### src/rtl/program_loader_pkg.sv
// Shared definitions for the program loader: word geometry, boot address and FSM states.
package program_loader_pkg;
  localparam int NBITS        = 32;
  localparam int MEMORY_DEPTH = 512;
  localparam int ADDR_W       = $clog2(MEMORY_DEPTH);
  localparam logic [NBITS-1:0] TEXT_BASE = 32'h0040_0000;

  typedef enum logic [2:0] {
    S_IDLE,
    S_LEN_LO,
    S_LEN_HI,
    S_DATA,
    S_WRITE,
    S_DONE,
    S_ERR
  } state_t;
endpackage

### src/rtl/program_loader_if.sv
// Loader signal bundle: byte stream in, program RAM write port and boot control out.
interface program_loader_if import program_loader_pkg::*; ();
  logic              start;
  logic [7:0]        rx_data;
  logic              rx_valid;
  logic              rx_ready;
  logic              mem_we;
  logic [ADDR_W-1:0] mem_addr;
  logic [NBITS-1:0]  mem_wdata;
  logic              cpu_hold;
  logic [NBITS-1:0]  boot_pc;
  logic              busy;
  logic              done;
  logic              error;
  logic [ADDR_W:0]   words_loaded;

  modport master (
    output start, rx_data, rx_valid,
    input  rx_ready, mem_we, mem_addr, mem_wdata, cpu_hold, boot_pc,
           busy, done, error, words_loaded
  );

  modport slave (
    input  start, rx_data, rx_valid,
    output rx_ready, mem_we, mem_addr, mem_wdata, cpu_hold, boot_pc,
           busy, done, error, words_loaded
  );
endinterface

### src/rtl/program_loader_word_assembler.sv
// Packs incoming bytes little-endian into a 32-bit word; o_word_next already holds the byte on i_byte.
module program_loader_word_assembler import program_loader_pkg::*; (
  input  logic             i_clk,
  input  logic             i_reset,
  input  logic             i_clear,
  input  logic             i_byte_en,
  input  logic [7:0]       i_byte,
  output logic [NBITS-1:0] o_word_next,
  output logic             o_word_full
);
  logic [NBITS-1:0] r_word;
  logic [1:0]       r_byte_idx;

  always_comb begin
    o_word_next = r_word;
    o_word_next[{r_byte_idx, 3'b000} +: 8] = i_byte;
  end

  assign o_word_full = i_byte_en && (r_byte_idx == 2'd3);

  always_ff @(posedge i_clk or negedge i_reset) begin
    if (!i_reset) begin
      r_word     <= '0;
      r_byte_idx <= 2'd0;
    end else if (i_clear) begin
      r_word     <= '0;
      r_byte_idx <= 2'd0;
    end else if (i_byte_en) begin
      r_word     <= o_word_next;
      r_byte_idx <= r_byte_idx + 2'd1;
    end
  end
endmodule

### src/rtl/program_loader.sv
// Program RAM writer: reads a 16-bit word count then instruction bytes, writes words from address 0,
// and holds the CPU until the image is complete.
//   state    | meaning
//   S_IDLE   | waiting for start after reset
//   S_LEN_LO | receiving word count low byte
//   S_LEN_HI | receiving word count high byte, validating it
//   S_DATA   | receiving instruction bytes
//   S_WRITE  | one-cycle RAM write of the assembled word
//   S_DONE   | image complete, CPU released
//   S_ERR    | word count too large, CPU held
module program_loader import program_loader_pkg::*; (
  input  logic            i_clk,
  input  logic            i_reset,
  program_loader_if.slave io_bus
);
  state_t            r_state;
  logic              r_rx_ready;
  logic              r_mem_we;
  logic [ADDR_W-1:0] r_mem_addr;
  logic [NBITS-1:0]  r_mem_wdata;
  logic              r_cpu_hold;
  logic              r_busy;
  logic              r_done;
  logic              r_error;
  logic [ADDR_W:0]   r_words_loaded;
  logic [15:0]       r_len;

  logic              w_accept;
  logic              w_clear;
  logic              w_byte_en;
  logic              w_word_full;
  logic [15:0]       w_len;
  logic [ADDR_W:0]   w_count_next;
  logic [NBITS-1:0]  w_word_next;

  assign w_accept     = io_bus.rx_valid && r_rx_ready;
  assign w_clear      = io_bus.start && (r_state inside {S_IDLE, S_DONE, S_ERR});
  assign w_byte_en    = w_accept && (r_state == S_DATA);
  assign w_len        = {io_bus.rx_data, r_len[7:0]};
  assign w_count_next = r_words_loaded + (ADDR_W+1)'(1);

  program_loader_word_assembler u_asm (
    .i_clk       (i_clk),
    .i_reset     (i_reset),
    .i_clear     (w_clear),
    .i_byte_en   (w_byte_en),
    .i_byte      (io_bus.rx_data),
    .o_word_next (w_word_next),
    .o_word_full (w_word_full)
  );

  always_ff @(posedge i_clk or negedge i_reset) begin
    if (!i_reset) begin
      r_state        <= S_IDLE;
      r_rx_ready     <= 1'b0;
      r_mem_we       <= 1'b0;
      r_mem_addr     <= '0;
      r_mem_wdata    <= '0;
      r_cpu_hold     <= 1'b1;
      r_busy         <= 1'b0;
      r_done         <= 1'b0;
      r_error        <= 1'b0;
      r_words_loaded <= '0;
      r_len          <= '0;
    end else begin
      r_mem_we <= 1'b0;
      case (r_state)
        S_IDLE, S_DONE, S_ERR: begin
          if (io_bus.start) begin
            r_state        <= S_LEN_LO;
            r_rx_ready     <= 1'b1;
            r_busy         <= 1'b1;
            r_cpu_hold     <= 1'b1;
            r_done         <= 1'b0;
            r_error        <= 1'b0;
            r_words_loaded <= '0;
          end
        end
        S_LEN_LO: begin
          if (w_accept) begin
            r_len[7:0] <= io_bus.rx_data;
            r_state    <= S_LEN_HI;
          end
        end
        S_LEN_HI: begin
          if (w_accept) begin
            r_len[15:8] <= io_bus.rx_data;
            if (w_len == 16'd0) begin
              r_state    <= S_DONE;
              r_rx_ready <= 1'b0;
              r_busy     <= 1'b0;
              r_cpu_hold <= 1'b0;
              r_done     <= 1'b1;
            end else if (w_len > 16'(MEMORY_DEPTH)) begin
              r_state    <= S_ERR;
              r_rx_ready <= 1'b0;
              r_busy     <= 1'b0;
              r_error    <= 1'b1;
            end else begin
              r_state <= S_DATA;
            end
          end
        end
        S_DATA: begin
          if (w_word_full) begin
            r_state     <= S_WRITE;
            r_rx_ready  <= 1'b0;
            r_mem_we    <= 1'b1;
            r_mem_addr  <= r_words_loaded[ADDR_W-1:0];
            r_mem_wdata <= w_word_next;
          end
        end
        S_WRITE: begin
          r_words_loaded <= w_count_next;
          if (16'(w_count_next) == r_len) begin
            r_state    <= S_DONE;
            r_busy     <= 1'b0;
            r_cpu_hold <= 1'b0;
            r_done     <= 1'b1;
          end else begin
            r_state    <= S_DATA;
            r_rx_ready <= 1'b1;
          end
        end
        default: r_state <= S_IDLE;
      endcase
    end
  end

  assign io_bus.rx_ready     = r_rx_ready;
  assign io_bus.mem_we       = r_mem_we;
  assign io_bus.mem_addr     = r_mem_addr;
  assign io_bus.mem_wdata    = r_mem_wdata;
  assign io_bus.cpu_hold     = r_cpu_hold;
  assign io_bus.boot_pc      = TEXT_BASE;
  assign io_bus.busy         = r_busy;
  assign io_bus.done         = r_done;
  assign io_bus.error        = r_error;
  assign io_bus.words_loaded = r_words_loaded;
endmodule
### src/flat_wrapper.sv
// flat-port wrapper written by rule: the top's interface ports become plain ports
module program_loader_flat import program_loader_pkg::*;
  (i_clk, i_reset, io_bus_start, io_bus_rx_data, io_bus_rx_valid, io_bus_rx_ready, io_bus_mem_we, io_bus_mem_addr, io_bus_mem_wdata, io_bus_cpu_hold, io_bus_boot_pc, io_bus_busy, io_bus_done, io_bus_error, io_bus_words_loaded);
  program_loader_if io_bus_i ();
  input  logic i_clk;
  input  logic i_reset;
  input wire logic [$bits(io_bus_i.start)-1:0] io_bus_start;
  input wire logic [$bits(io_bus_i.rx_data)-1:0] io_bus_rx_data;
  input wire logic [$bits(io_bus_i.rx_valid)-1:0] io_bus_rx_valid;
  output wire logic [$bits(io_bus_i.rx_ready)-1:0] io_bus_rx_ready;
  output wire logic [$bits(io_bus_i.mem_we)-1:0] io_bus_mem_we;
  output wire logic [$bits(io_bus_i.mem_addr)-1:0] io_bus_mem_addr;
  output wire logic [$bits(io_bus_i.mem_wdata)-1:0] io_bus_mem_wdata;
  output wire logic [$bits(io_bus_i.cpu_hold)-1:0] io_bus_cpu_hold;
  output wire logic [$bits(io_bus_i.boot_pc)-1:0] io_bus_boot_pc;
  output wire logic [$bits(io_bus_i.busy)-1:0] io_bus_busy;
  output wire logic [$bits(io_bus_i.done)-1:0] io_bus_done;
  output wire logic [$bits(io_bus_i.error)-1:0] io_bus_error;
  output wire logic [$bits(io_bus_i.words_loaded)-1:0] io_bus_words_loaded;
  assign io_bus_i.start = io_bus_start;
  assign io_bus_i.rx_data = io_bus_rx_data;
  assign io_bus_i.rx_valid = io_bus_rx_valid;
  assign io_bus_rx_ready = io_bus_i.rx_ready;
  assign io_bus_mem_we = io_bus_i.mem_we;
  assign io_bus_mem_addr = io_bus_i.mem_addr;
  assign io_bus_mem_wdata = io_bus_i.mem_wdata;
  assign io_bus_cpu_hold = io_bus_i.cpu_hold;
  assign io_bus_boot_pc = io_bus_i.boot_pc;
  assign io_bus_busy = io_bus_i.busy;
  assign io_bus_done = io_bus_i.done;
  assign io_bus_error = io_bus_i.error;
  assign io_bus_words_loaded = io_bus_i.words_loaded;
  program_loader u_core (.i_clk(i_clk), .i_reset(i_reset), .io_bus(io_bus_i));
endmodule
### config.mk
export PLATFORM = sky130hd
export DESIGN_NAME = program_loader_flat
export DESIGN_NICKNAME = d
export VERILOG_FILES = /design/src/rtl/program_loader_pkg.sv /design/src/rtl/program_loader_if.sv /design/src/rtl/program_loader_word_assembler.sv /design/src/rtl/program_loader.sv /design/src/flat_wrapper.sv
export SDC_FILE = /design/constraint.sdc
export NUM_CORES = 1
export LEC_CHECK = 0
export ABC_AREA = 1
export BUFFER_PORTS_ARGS = -buffer_cell sky130_fd_sc_hd__buf_4
export CAP_MARGIN = 10
export CORE_ASPECT_RATIO = 0.7
export CORE_MARGIN = 4
export CORE_UTILIZATION = 50
export CTS_CLUSTER_SIZE = 16
export DETAILED_ROUTE_END_ITERATION = 7
export PLACE_DENSITY = 0.73
export SLEW_MARGIN = 20
export SYNTH_ARGS = -nofsm -noshare
export SYNTH_HDL_FRONTEND = slang
export SYNTH_SLANG_ARGS = --single-unit
### constraint.sdc
create_clock -name i_clk -period 2.8 [get_ports i_clk]
set_clock_uncertainty 0.2 [all_clocks]
set_input_delay 0.7 -clock i_clk [delete_from_list [all_inputs] [get_ports i_clk]]
set_output_delay 0.7 -clock i_clk [all_outputs]
set_load 0.05 [all_outputs]
==> results of run 1 <==
kinds of logic (layout without fill, tap and decap cells):
logic type / count (synthesis) / in the layout / synth area share, %
other: 2 / 32 / 0.135
adder cells (fa/ha/maj): 6 / 6 / 1.35
flip-flops: 109 / 109 / 49.2
AO/OA/AOI/OAI: 125 / 125 / 11.9
AND/OR/NAND/NOR: 319 / 319 / 24.6
buffers and inverters: 150 / 189 / 12.8
cell type report:
type	instances	area, um2
well taps	148	185
clock buffers	11	233
multi-input cells	482	2220
clock inverters	4	97.6
repair buffers	77	591
fillers	942	4170
flip-flops and latches	109	2730
inverters	97	367
layer usage:
| metal | GRT usage (%) | share of wire, % | routed length, um | up-vias |
|---|---|---|---|---|
| met4 | 6.08 | 1.1 | 159 | 2 |
| met2 | 34.3 | 44 | 6250 | 217 |
| met3 | 5.22 | 8.7 | 1220 | 19 |
| li1 | - | - | - | 2342 |
| met1 | 31.8 | 46 | 6410 | 2270 |
| met5 | 0 | 0.093 | 13 | - |
Yosys cell counts (2+ instances only):
library cell and n:
nand2_1 201, a31oi_1 2, nor2_2 4, buf_2 4, conb_1 2, nor3_1 4, nor2_8 2, inv_2 5
clkbuf_1 14, buf_4 32, o21ai_0 81, a21oi_1 18, dfrtp_1 108, clkinv_1 2, o22ai_1 20, nand3_1 35
ha_1 6, inv_1 89, nand4_1 21, nor2_1 47
worst register-to-register path, stage by stage (launching register included):
cell and delay, ns:
dfrtp_1 0.45, ha_1 0.24, nand2_1 0.13, nor2_1 0.23
nand2_1 0.12, nand3_1 0.09, nand2_1 0.05, inv_1 0.08
nand3_1 0.08, nor2_1 0.11, nand3_1 0.16, nand2_1 0.16
nand3_1 0.12, nand2_1 0.08, nand2_1 0.05
final timing paths:
path                            slack, ns                     endpoint  depth (start not counted)
worst min-delay path                 0.20    u_core.io_bus.mem_addr[8]                          2
worst max register to register       0.35           u_core.io_bus.done                         14
worst min register to register       0.28  u_core.io_bus.mem_wdata[17]                          2
max in group asynchronous            1.72  u_core.io_bus.mem_wdata[22]                          2
min in group i_clk                   0.28  u_core.io_bus.mem_wdata[17]                          2
worst max-delay path                 0.35           u_core.io_bus.done                         14
flip-flops by register name, indices dropped and copies added (netlist names), 2 cells and up:
| register | count |
|---|---|
| u_core.r_len | 16 |
| u_core.io_bus.mem_addr | 9 |
| u_core.u_asm.r_word | 31 |
| u_core.u_asm.r_byte_idx | 2 |
| u_core.io_bus.words_loaded | 10 |
| u_core.r_state | 3 |
| u_core.io_bus.mem_wdata | 32 |
power by group:
group	internal (W)	switching (W)
Sequential	0.00159	0.00000613
Clock	0.000870	0.000553
Combinational	0.0000383	0.000201
Total	0.00250	0.000760
stage by stage:
stage               hold slack, ns  power [W]  cells
floorplan                    0.204    0.00182    741
global placement             0.258    0.00186    913
detailed placement           0.260    0.00187    913
CTS                          0.254    0.00329    928
global route                 0.291    0.00337    928
finish                       0.203    0.00326    928
==> metrics, run 1 <==
1st-iter DRT viols=527; CTS tree=yes; register clock-pin slew on the reported worst setup and hold paths=0.07 ns; dpl ws=0.375 ns; input/output buffers=68; Clock Tree Buf Depth=2; per-cell routed wire length=15.1 um; Max Clk Rate=408 MHz; Die Ht=96.1 um; io pins=101; Total Nets Final=794; top post-synthesis cells by area=dfrtp_1 (49%), nand2_1 (14%), o21ai_0 (7.3%); Root Buffer Master=clkbuf_16; largest net degree at the start of global routing=110; synthesized area=5550 um2; Core Area=10600 um2; vias in the first global route=4607; Crit-path slowest cell=dfrtp_1; delay-heaviest family, CP=simple AND/OR/NAND/NOR gates; Worst path max stage delay=0.45 ns; Antenna Diode Count=0; DP Area=6090 um2; syn_area_per_cell=7.80 um2; commonest non-fill, non-tap cell in the layout=nand2_1; initial antenna violation count=1; Placer Congestion=0.893; status=completed; DR DRC count=0; Most used DFF post-synth=dfrtp_1; EDFF count, synth=0; P_leak=3.49 nW; Worst Setup End Kind=flop; first-pass GRT wire length=22.9 mm; fin util=60.7%; Setup Viol. Count Final=0; post-layout minimum cycle time=2.45 ns; clock buffer count from CTS=9; number of synthesized register bits=109; Overflow after GRT=0; # hold bufs at CTS=0; crit-path most repeated cell=nand2_1; critical path fanouts, max=7; chip width=134 um; worst min path class=primary input to async pin; Vias=4850; Post-Synthesis Cells=711; yosys synthesis warning count=0; Peak VDD IR=314 uV; Power Density=508 nW/um2; post-synthesis cell type count=34; Seq/Total Area, Yosys=49.2%; Rel. slew slack=59.1%; RSZ-0062 raised after global routing=false; Post-CTS Setup Inserts=0; post-route cell area=6420 um2; area grow syn2layout=15.8%; fin crit share=87.6%; Die Area=12900 um2; DP HPWL=10.2 mm; CP Class=flop to flop; critical path arrival=2.49 ns; Yosys top cell area share=48.7%; layout cells sized above 1=13.5%; crit path launch type=flop; Async S/R FF share, synth=100%; pins over their slew limit=0; maxcap violations=0; Rows=31; Antenna Nets Post-Route=0; most frequent cells in the layout=nand2_1 (201), dfrtp_1 (108), inv_1 (89); Worst setup startpoint=u_core.io_bus.words_loaded[0]; H-tree levels=3; reg2reg start=u_core.io_bus.words_loaded[0]; drt via density=5.23; fin worst setup slack=0.348 ns; DRT Pass-1 Iters=5; worst-margin pin slew=0.613 ns; Tot GR Track Use=22.3%; cells along the critical path=ha_1 -> nand2_1 -> nor2_1 -> nand2_1 -> nand3_1 -> nand2_1 -> inv_1 -> nand3_1 -> nor2_1 -> nand3_1 -> nand2_1 -> nand3_1 -> nand2_1 -> nand2_1; Hold Vio Cnt, Final=0; Worst-Skew Late Latency=0.35 ns; TNS Setup=0 ns; Routed WL=14.0 mm; post-synth top area cell=dfrtp_1; initial core utilization=52.4%; post-CTS sizing=0; Clock Sinks=109; WP buf/inv=1; CP required=2.84 ns
No activity file was read; power rests on OpenSTA's default activity.
==> run 2: changes to the inputs <==
--- a/config.mk
+++ b/config.mk
@@ -8,12 +8,14 @@
 export ABC_AREA = 1
 export BUFFER_PORTS_ARGS = -buffer_cell sky130_fd_sc_hd__buf_4
 export CAP_MARGIN = 10
+export CELL_PAD_IN_SITES_DETAIL_PLACEMENT = 0
+export CELL_PAD_IN_SITES_GLOBAL_PLACEMENT = 1
 export CORE_ASPECT_RATIO = 0.7
 export CORE_MARGIN = 4
-export CORE_UTILIZATION = 50
+export CORE_UTILIZATION = 41
 export CTS_CLUSTER_SIZE = 16
 export DETAILED_ROUTE_END_ITERATION = 7
-export PLACE_DENSITY = 0.73
+export PLACE_DENSITY_LB_ADDON = 0.1
 export SLEW_MARGIN = 20
 export SYNTH_ARGS = -nofsm -noshare
 export SYNTH_HDL_FRONTEND = slang
==> run 2 against run 1 <==
Against the previous run: clock-buffer cell count fell by 2; design area rose by 0.45%; via count fell by 1.8%; highest routed layer is now met4; cell count rose by 4.3%; clock power fell by 9%; critical path depth did not move; largest cell class unchanged; global-route usage fell by 3.1 points; non-clock buffer count rose by 2; critical endpoint unchanged.
==> metrics, run 2 (same netlist as run 1, synthesis figures left out) <==
status=completed; CTS tree=yes; worst reg-to-reg setup slack=0.35 ns (about the same); crit-path most repeated cell=nand2_1; RSZ-0062 raised after global routing=false; Clock Tree Buf Depth=2 (unchanged); DRT Pass-1 Iters=5 (unchanged); R2R Path End=u_core.io_bus.done; Die Ht=105 um (+9.6%); first-pass GRT wire length=23.7 mm (+3.6%); Largest register FFs=32 (unchanged); cells along the critical path=ha_1 -> nand2_1 -> nor2_1 -> nand2_1 -> nand3_1 -> nand2_1 -> inv_1 -> nand3_1 -> nor2_1 -> nand3_1 -> nand2_1 -> nand3_1 -> nand2_1 -> nand2_1; dpl cells=952 (+4.3%); DR top layer=met4; io pins=101 (unchanged); Tot GR Track Use=19.2% (-3.1 points); worst min path class=primary input to async pin; per-cell routed wire length=15.0 um (-0.95%); largest net degree at the start of global routing=44 (-60%); chip width=147 um (+9.8%); P_leak=3.49 nW (about the same); pins over their slew limit=0 (unchanged); Setup Viol. Count Final=0 (unchanged); layout cells sized above 1=14.0% (+0.59 points); Routed WL=14.5 mm (+3.3%); Power Density=485 nW/um2 (-4.4%); H-tree levels=3 (unchanged); Worst-Skew Late Latency=0.35 ns (about the same); area grow syn2layout=16.3%; most frequent cells in the layout=nand2_1 (201), dfrtp_1 (108), inv_1 (89); input/output buffers=68 (unchanged); fin crit share=87.4% (-0.19 points); DP HPWL=10.7 mm (+4.6%); # hold bufs at CTS=0 (unchanged); initial core utilization=42.1% (-10 points); Crit-path slowest cell=dfrtp_1; DRT met1 WL=7.69 mm (+20%); critical path arrival=2.49 ns (about the same); post-layout minimum cycle time=2.45 ns (-0.00532 ns); Overflow after GRT=0 (unchanged); Post-CTS Setup Inserts=0 (unchanged); commonest non-fill, non-tap cell in the layout=nand2_1; register clock-pin slew on the reported worst setup and hold paths=0.08 ns (about the same); Antenna Diode Count=0 (unchanged); Peak VDD IR=357 uV (+13%); drt via density=4.92 (-5.8%); Worst path max stage delay=0.42 ns (-0.03 ns); met2 WL=5.67 mm (-9.3%); maxcap violations=0 (unchanged); reg2reg start=u_core.io_bus.words_loaded[1]; Die Area=15500 um2 (+20%); Vias=4764 (-1.8%); critical path fanouts, max=5 (-2); DR DRC count=0 (unchanged); crit path launch type=flop; initial antenna violation count=0 (-1); clock buffer count from CTS=9 (unchanged); Antenna Nets Post-Route=0 (unchanged); Worst R2R Path Depth=14 (unchanged); CP Class=flop to flop; Worst Setup End Kind=flop; Rows=35 (+13%); Hold Vio Cnt, Final=0 (unchanged); TNS Setup=0 ns (unchanged); 1st-iter DRT viols=331 (-37%); Clock Sinks=109 (unchanged); Max Clk Rate=409 MHz (+0.22%); met3 wire length=1.01 mm (-17%); Core Area=13200 um2 (+24%); Root Buffer Master=clkbuf_16; Placer Congestion=0.869 (-2.7%); vias in the first global route=4523 (-1.8%); Total Nets Final=796 (+0.25%); CP required=2.84 ns (about the same); Layout Cells excl Fill=968 (+4.3%); Rel. slew slack=60.8% (+1.7 points); post-CTS sizing=0 (unchanged); worst-margin pin slew=0.582 ns (-0.0306 ns)
run 2: cell count changes in the layout (fill, tap and decap cells not counted), sizes merged:
cell / previous run / this run
clkinv: 2 / 3
buf: 77 / 79
bufinv: 3 / 0
clkbuf: 11 / 9
inv: 95 / 100
run 2: final cells by class:
type / instances / area [um2]
multi-input combinational: 482 / 2220
clock buffer: 9 / 225
fill: 1338 / 6730
inverter: 97 / 367
timing repair buffer: 79 / 606
clock inverter: 7 / 72.6
sequential: 109 / 2730
tap: 185 / 231
run 2: per-layer routing:
layer,GRT usage [%],up-vias
met5,0,-
met4,4.72,0
met3,4.38,11
met2,25.9,161
met1,30.6,2234
li1,-,2358
run 2: worst max-delay path: cells and delay by family (launching register included):
family,cells,cell delay [ns]
simple gates,12,1.43
flops,1,0.42
fa+ha+maj,1,0.22
buf+inv,1,0.06
run 2: per-stage QoR:
stage / hold slack, ns / total power [W] / cell area, um2 / util, % / worst slack [ns]
after floorplan: 0.204 / 0.00182 / 5660 / - / 0.452
after global placement: 0.256 / 0.00187 / 6150 / 46.7 / 0.382
after detailed placement: 0.260 / 0.00187 / 6150 / 46.7 / 0.355
after CTS: 0.156 / 0.00317 / 6450 / 49.0 / 0.439
after global routing: 0.183 / 0.00326 / 6450 / 49.0 / 0.211
final: 0.143 / 0.00313 / 6450 / 49.0 / 0.353
run 2: how the worst max path moves through the flow:
stage	startpoint	end	slack, ns	depth (start not counted)
floorplan	u_core.io_bus.words_loaded[0]	u_core.io_bus.done	0.45	14
global placement	io_bus_rx_data[4]	u_core.io_bus.rx_ready	0.38	9
detailed placement	io_bus_rx_data[4]	u_core.io_bus.rx_ready	0.35	9
CTS	u_core.io_bus.words_loaded[1]	u_core.io_bus.done	0.44	14
global route	u_core.io_bus.words_loaded[1]	u_core.io_bus.done	0.21	14
finish	u_core.io_bus.words_loaded[1]	u_core.io_bus.done	0.35	14
run 2: where the power goes:
group          total [W]  switching (W)  internal [W]  leakage, nW
clock            0.00129       0.000658      0.000636        0.144
sequential       0.00160     0.00000611       0.00159         1.40
combinational   0.000241       0.000201     0.0000400         1.94
total            0.00313       0.000865       0.00227         3.49
==> run 3: changes to the inputs <==
--- a/config.mk
+++ b/config.mk
@@ -16,6 +16,8 @@
 export CTS_CLUSTER_SIZE = 16
 export DETAILED_ROUTE_END_ITERATION = 7
 export PLACE_DENSITY_LB_ADDON = 0.1
+export RECOVER_POWER = 50
+export SETUP_SLACK_MARGIN = 0.1
 export SLEW_MARGIN = 20
 export SYNTH_ARGS = -nofsm -noshare
 export SYNTH_HDL_FRONTEND = slang
==> run 3 against run 2 <==
Against the previous run: die area unchanged; non-clock buffer count unchanged; worst hold slack improved by 0.13 ns; wire length increased by 0.26%; combinational power about the same; clock-buffer cell count unchanged; first-iteration DRC count decreased by 19%; fmax increased by 0.28%; largest power group unchanged; utilization decreased by 0.87 points; register-to-register slack about the same; largest cell class unchanged; critical path type unchanged.
==> metrics, run 3 (same netlist as run 1, synthesis figures left out) <==
status=completed; Worst R2R Path Depth=14 (unchanged); input/output buffers=68 (unchanged); per-cell routed wire length=15.0 um (+0.26%); maxcap violations=0 (unchanged); 1st-iter DRT viols=267 (-19%); Worst-Skew Late Latency=0.35 ns (about the same); Hold Path End=u_core.io_bus.mem_wdata[7]; TNS Setup=0 ns (unchanged); Crit-path slowest cell=dfrtp_1; pins over their slew limit=0 (unchanged); Root Buffer Master=clkbuf_16; CP Class=flop to flop; Peak VDD IR=357 uV (about the same); chip width=147 um (unchanged); crit-path most repeated cell=nand2_1; clock buffer count from CTS=9 (unchanged); CP required=2.84 ns (about the same); register clock-pin slew on the reported worst setup and hold paths=0.08 ns (about the same); Worst setup startpoint=u_core.io_bus.words_loaded[1]; fin util=48.1% (-0.87 points); Die Ht=105 um (unchanged); Hold Path Depth=2; WP buf/inv=1 (unchanged); largest net degree at the start of global routing=44 (unchanged); Core Area=13200 um2 (unchanged); layout cells sized above 1=10.2% (-3.8 points); Vias=4785 (+0.44%); Setup Viol. Count Final=0 (unchanged); drt via density=4.94 (+0.44%); H-tree levels=3 (unchanged); dpl cells=952 (unchanged); Largest register FFs=32 (unchanged); first-pass GRT wire length=23.7 mm (unchanged); Placer Congestion=0.869 (unchanged); Layout Cells excl Fill=968 (unchanged); io pins=101 (unchanged); Clock Tree Buf Depth=2 (unchanged); Routed WL=14.6 mm (+0.26%); fin worst setup slack=0.360 ns (+0.00694 ns); fin crit share=87.1% (-0.25 points); worst min path class=flop to flop; post-layout minimum cycle time=2.44 ns (-0.00694 ns); Power Density=494 nW/um2 (+1.7%); Overflow after GRT=0 (unchanged); Total Nets Final=796 (unchanged); Tot GR Track Use=19.2% (unchanged); vias in the first global route=4523 (unchanged); Rel. slew slack=25.1% (-36 points); dpl ws=0.355 ns (unchanged); post-CTS sizing=0 (unchanged); delay-heaviest family, CP=simple AND/OR/NAND/NOR gates; commonest non-fill, non-tap cell in the layout=nand2_1; DP HPWL=10.7 mm (unchanged); critical path arrival=2.48 ns (about the same); DR DRC count=0 (unchanged); worst reg-to-reg setup slack=0.36 ns (about the same); crit path launch type=flop; Antenna Diode Count=0 (unchanged); Die Area=15500 um2 (unchanged); most frequent cells in the layout=nand2_1 (201), dfrtp_1 (108), inv_1 (89); worst-margin pin slew=1.12 ns (+0.542 ns); Clock Sinks=109 (unchanged); # hold bufs at CTS=0 (unchanged); area grow syn2layout=14.3%; hold path startpoint=u_core.io_bus.mem_wdata[7]; initial core utilization=42.1% (unchanged); cells along the critical path=ha_1 -> nand2_1 -> nor2_1 -> nand2_1 -> nand3_1 -> nand2_1 -> inv_1 -> nand3_1 -> nor2_1 -> nand3_1 -> nand2_1 -> nand3_1 -> nand2_1 -> nand2_1; RSZ-0062 raised after global routing=false; Antenna Nets Post-Route=0 (unchanged); Post-CTS Setup Inserts=0 (unchanged); reg2reg start=u_core.io_bus.words_loaded[1]; Worst Setup End Kind=flop; Worst path max stage delay=0.42 ns (about the same); CTS tree=yes; worst hold slack=0.274 ns (+0.131 ns); critical path fanouts, max=5 (unchanged); Rows=35 (unchanged); R2R Path End=u_core.io_bus.done; initial antenna violation count=0 (unchanged); Hold Vio Cnt, Final=0 (unchanged); P_leak=3.36 nW (-3.7%); DRT Pass-1 Iters=4 (-1); Max Clk Rate=410 MHz (+0.28%)
[run 3: cell types whose count changed in the layout (fill, tap and decap cells not counted), sizes merged]
cell	before	now
buf	79	48
clkbuf	9	40
[run 3: how the worst max path moves through the flow]
stage | end | slack, ns | cells past startpoint
after floorplan | u_core.io_bus.done | 0.45 | 14
after global placement | u_core.io_bus.rx_ready | 0.38 | 9
after detailed placement | u_core.io_bus.rx_ready | 0.35 | 9
after CTS | u_core.io_bus.done | 0.44 | 14
after global routing | u_core.io_bus.done | 0.21 | 14
final | u_core.io_bus.done | 0.36 | 14
[run 3: layout make-up]
class                   instances  area (um2)
well taps                     185         231
multi-input cells             482        2220
clock buffers                   9         225
inverters                      97         367
flip-flops and latches        109        2730
repair buffers                 79         490
clock inverters                 7        72.6
fillers                      1369        6840
[run 3: power by group]
group	leakage (nW)	internal (W)	switching, W
Sequential	1.40	0.00159	0.00000598
Clock	0.144	0.000635	0.000655
Combinational	1.82	0.0000384	0.000201
Total	3.36	0.00227	0.000862
[run 3: routing by layer]
layer | track usage, % | routed length, um | vias to the layer above
met3 | 4.38 | 1050 | 13
met1 | 30.6 | 7680 | 2252
met5 | 0 | 0 | -
met4 | 4.72 | 160 | 0
li1 | - | - | 2361
met2 | 25.9 | 5660 | 159
[run 3: worst min-delay path: stages (launching register included)]
cell,delay [ns]
dfrtp_1,0.35
nand2_1,0.05
nand2_1,0.05
[run 3: stage by stage]
| stage | total power (W) | instance area (um2) |
|---|---|---|
| finish | 0.00313 | 6340 |
| detailed placement | 0.00187 | 6150 |
| global placement | 0.00187 | 6150 |
| CTS | 0.00317 | 6450 |
| global route | 0.00325 | 6340 |
| floorplan | 0.00182 | 5660 |
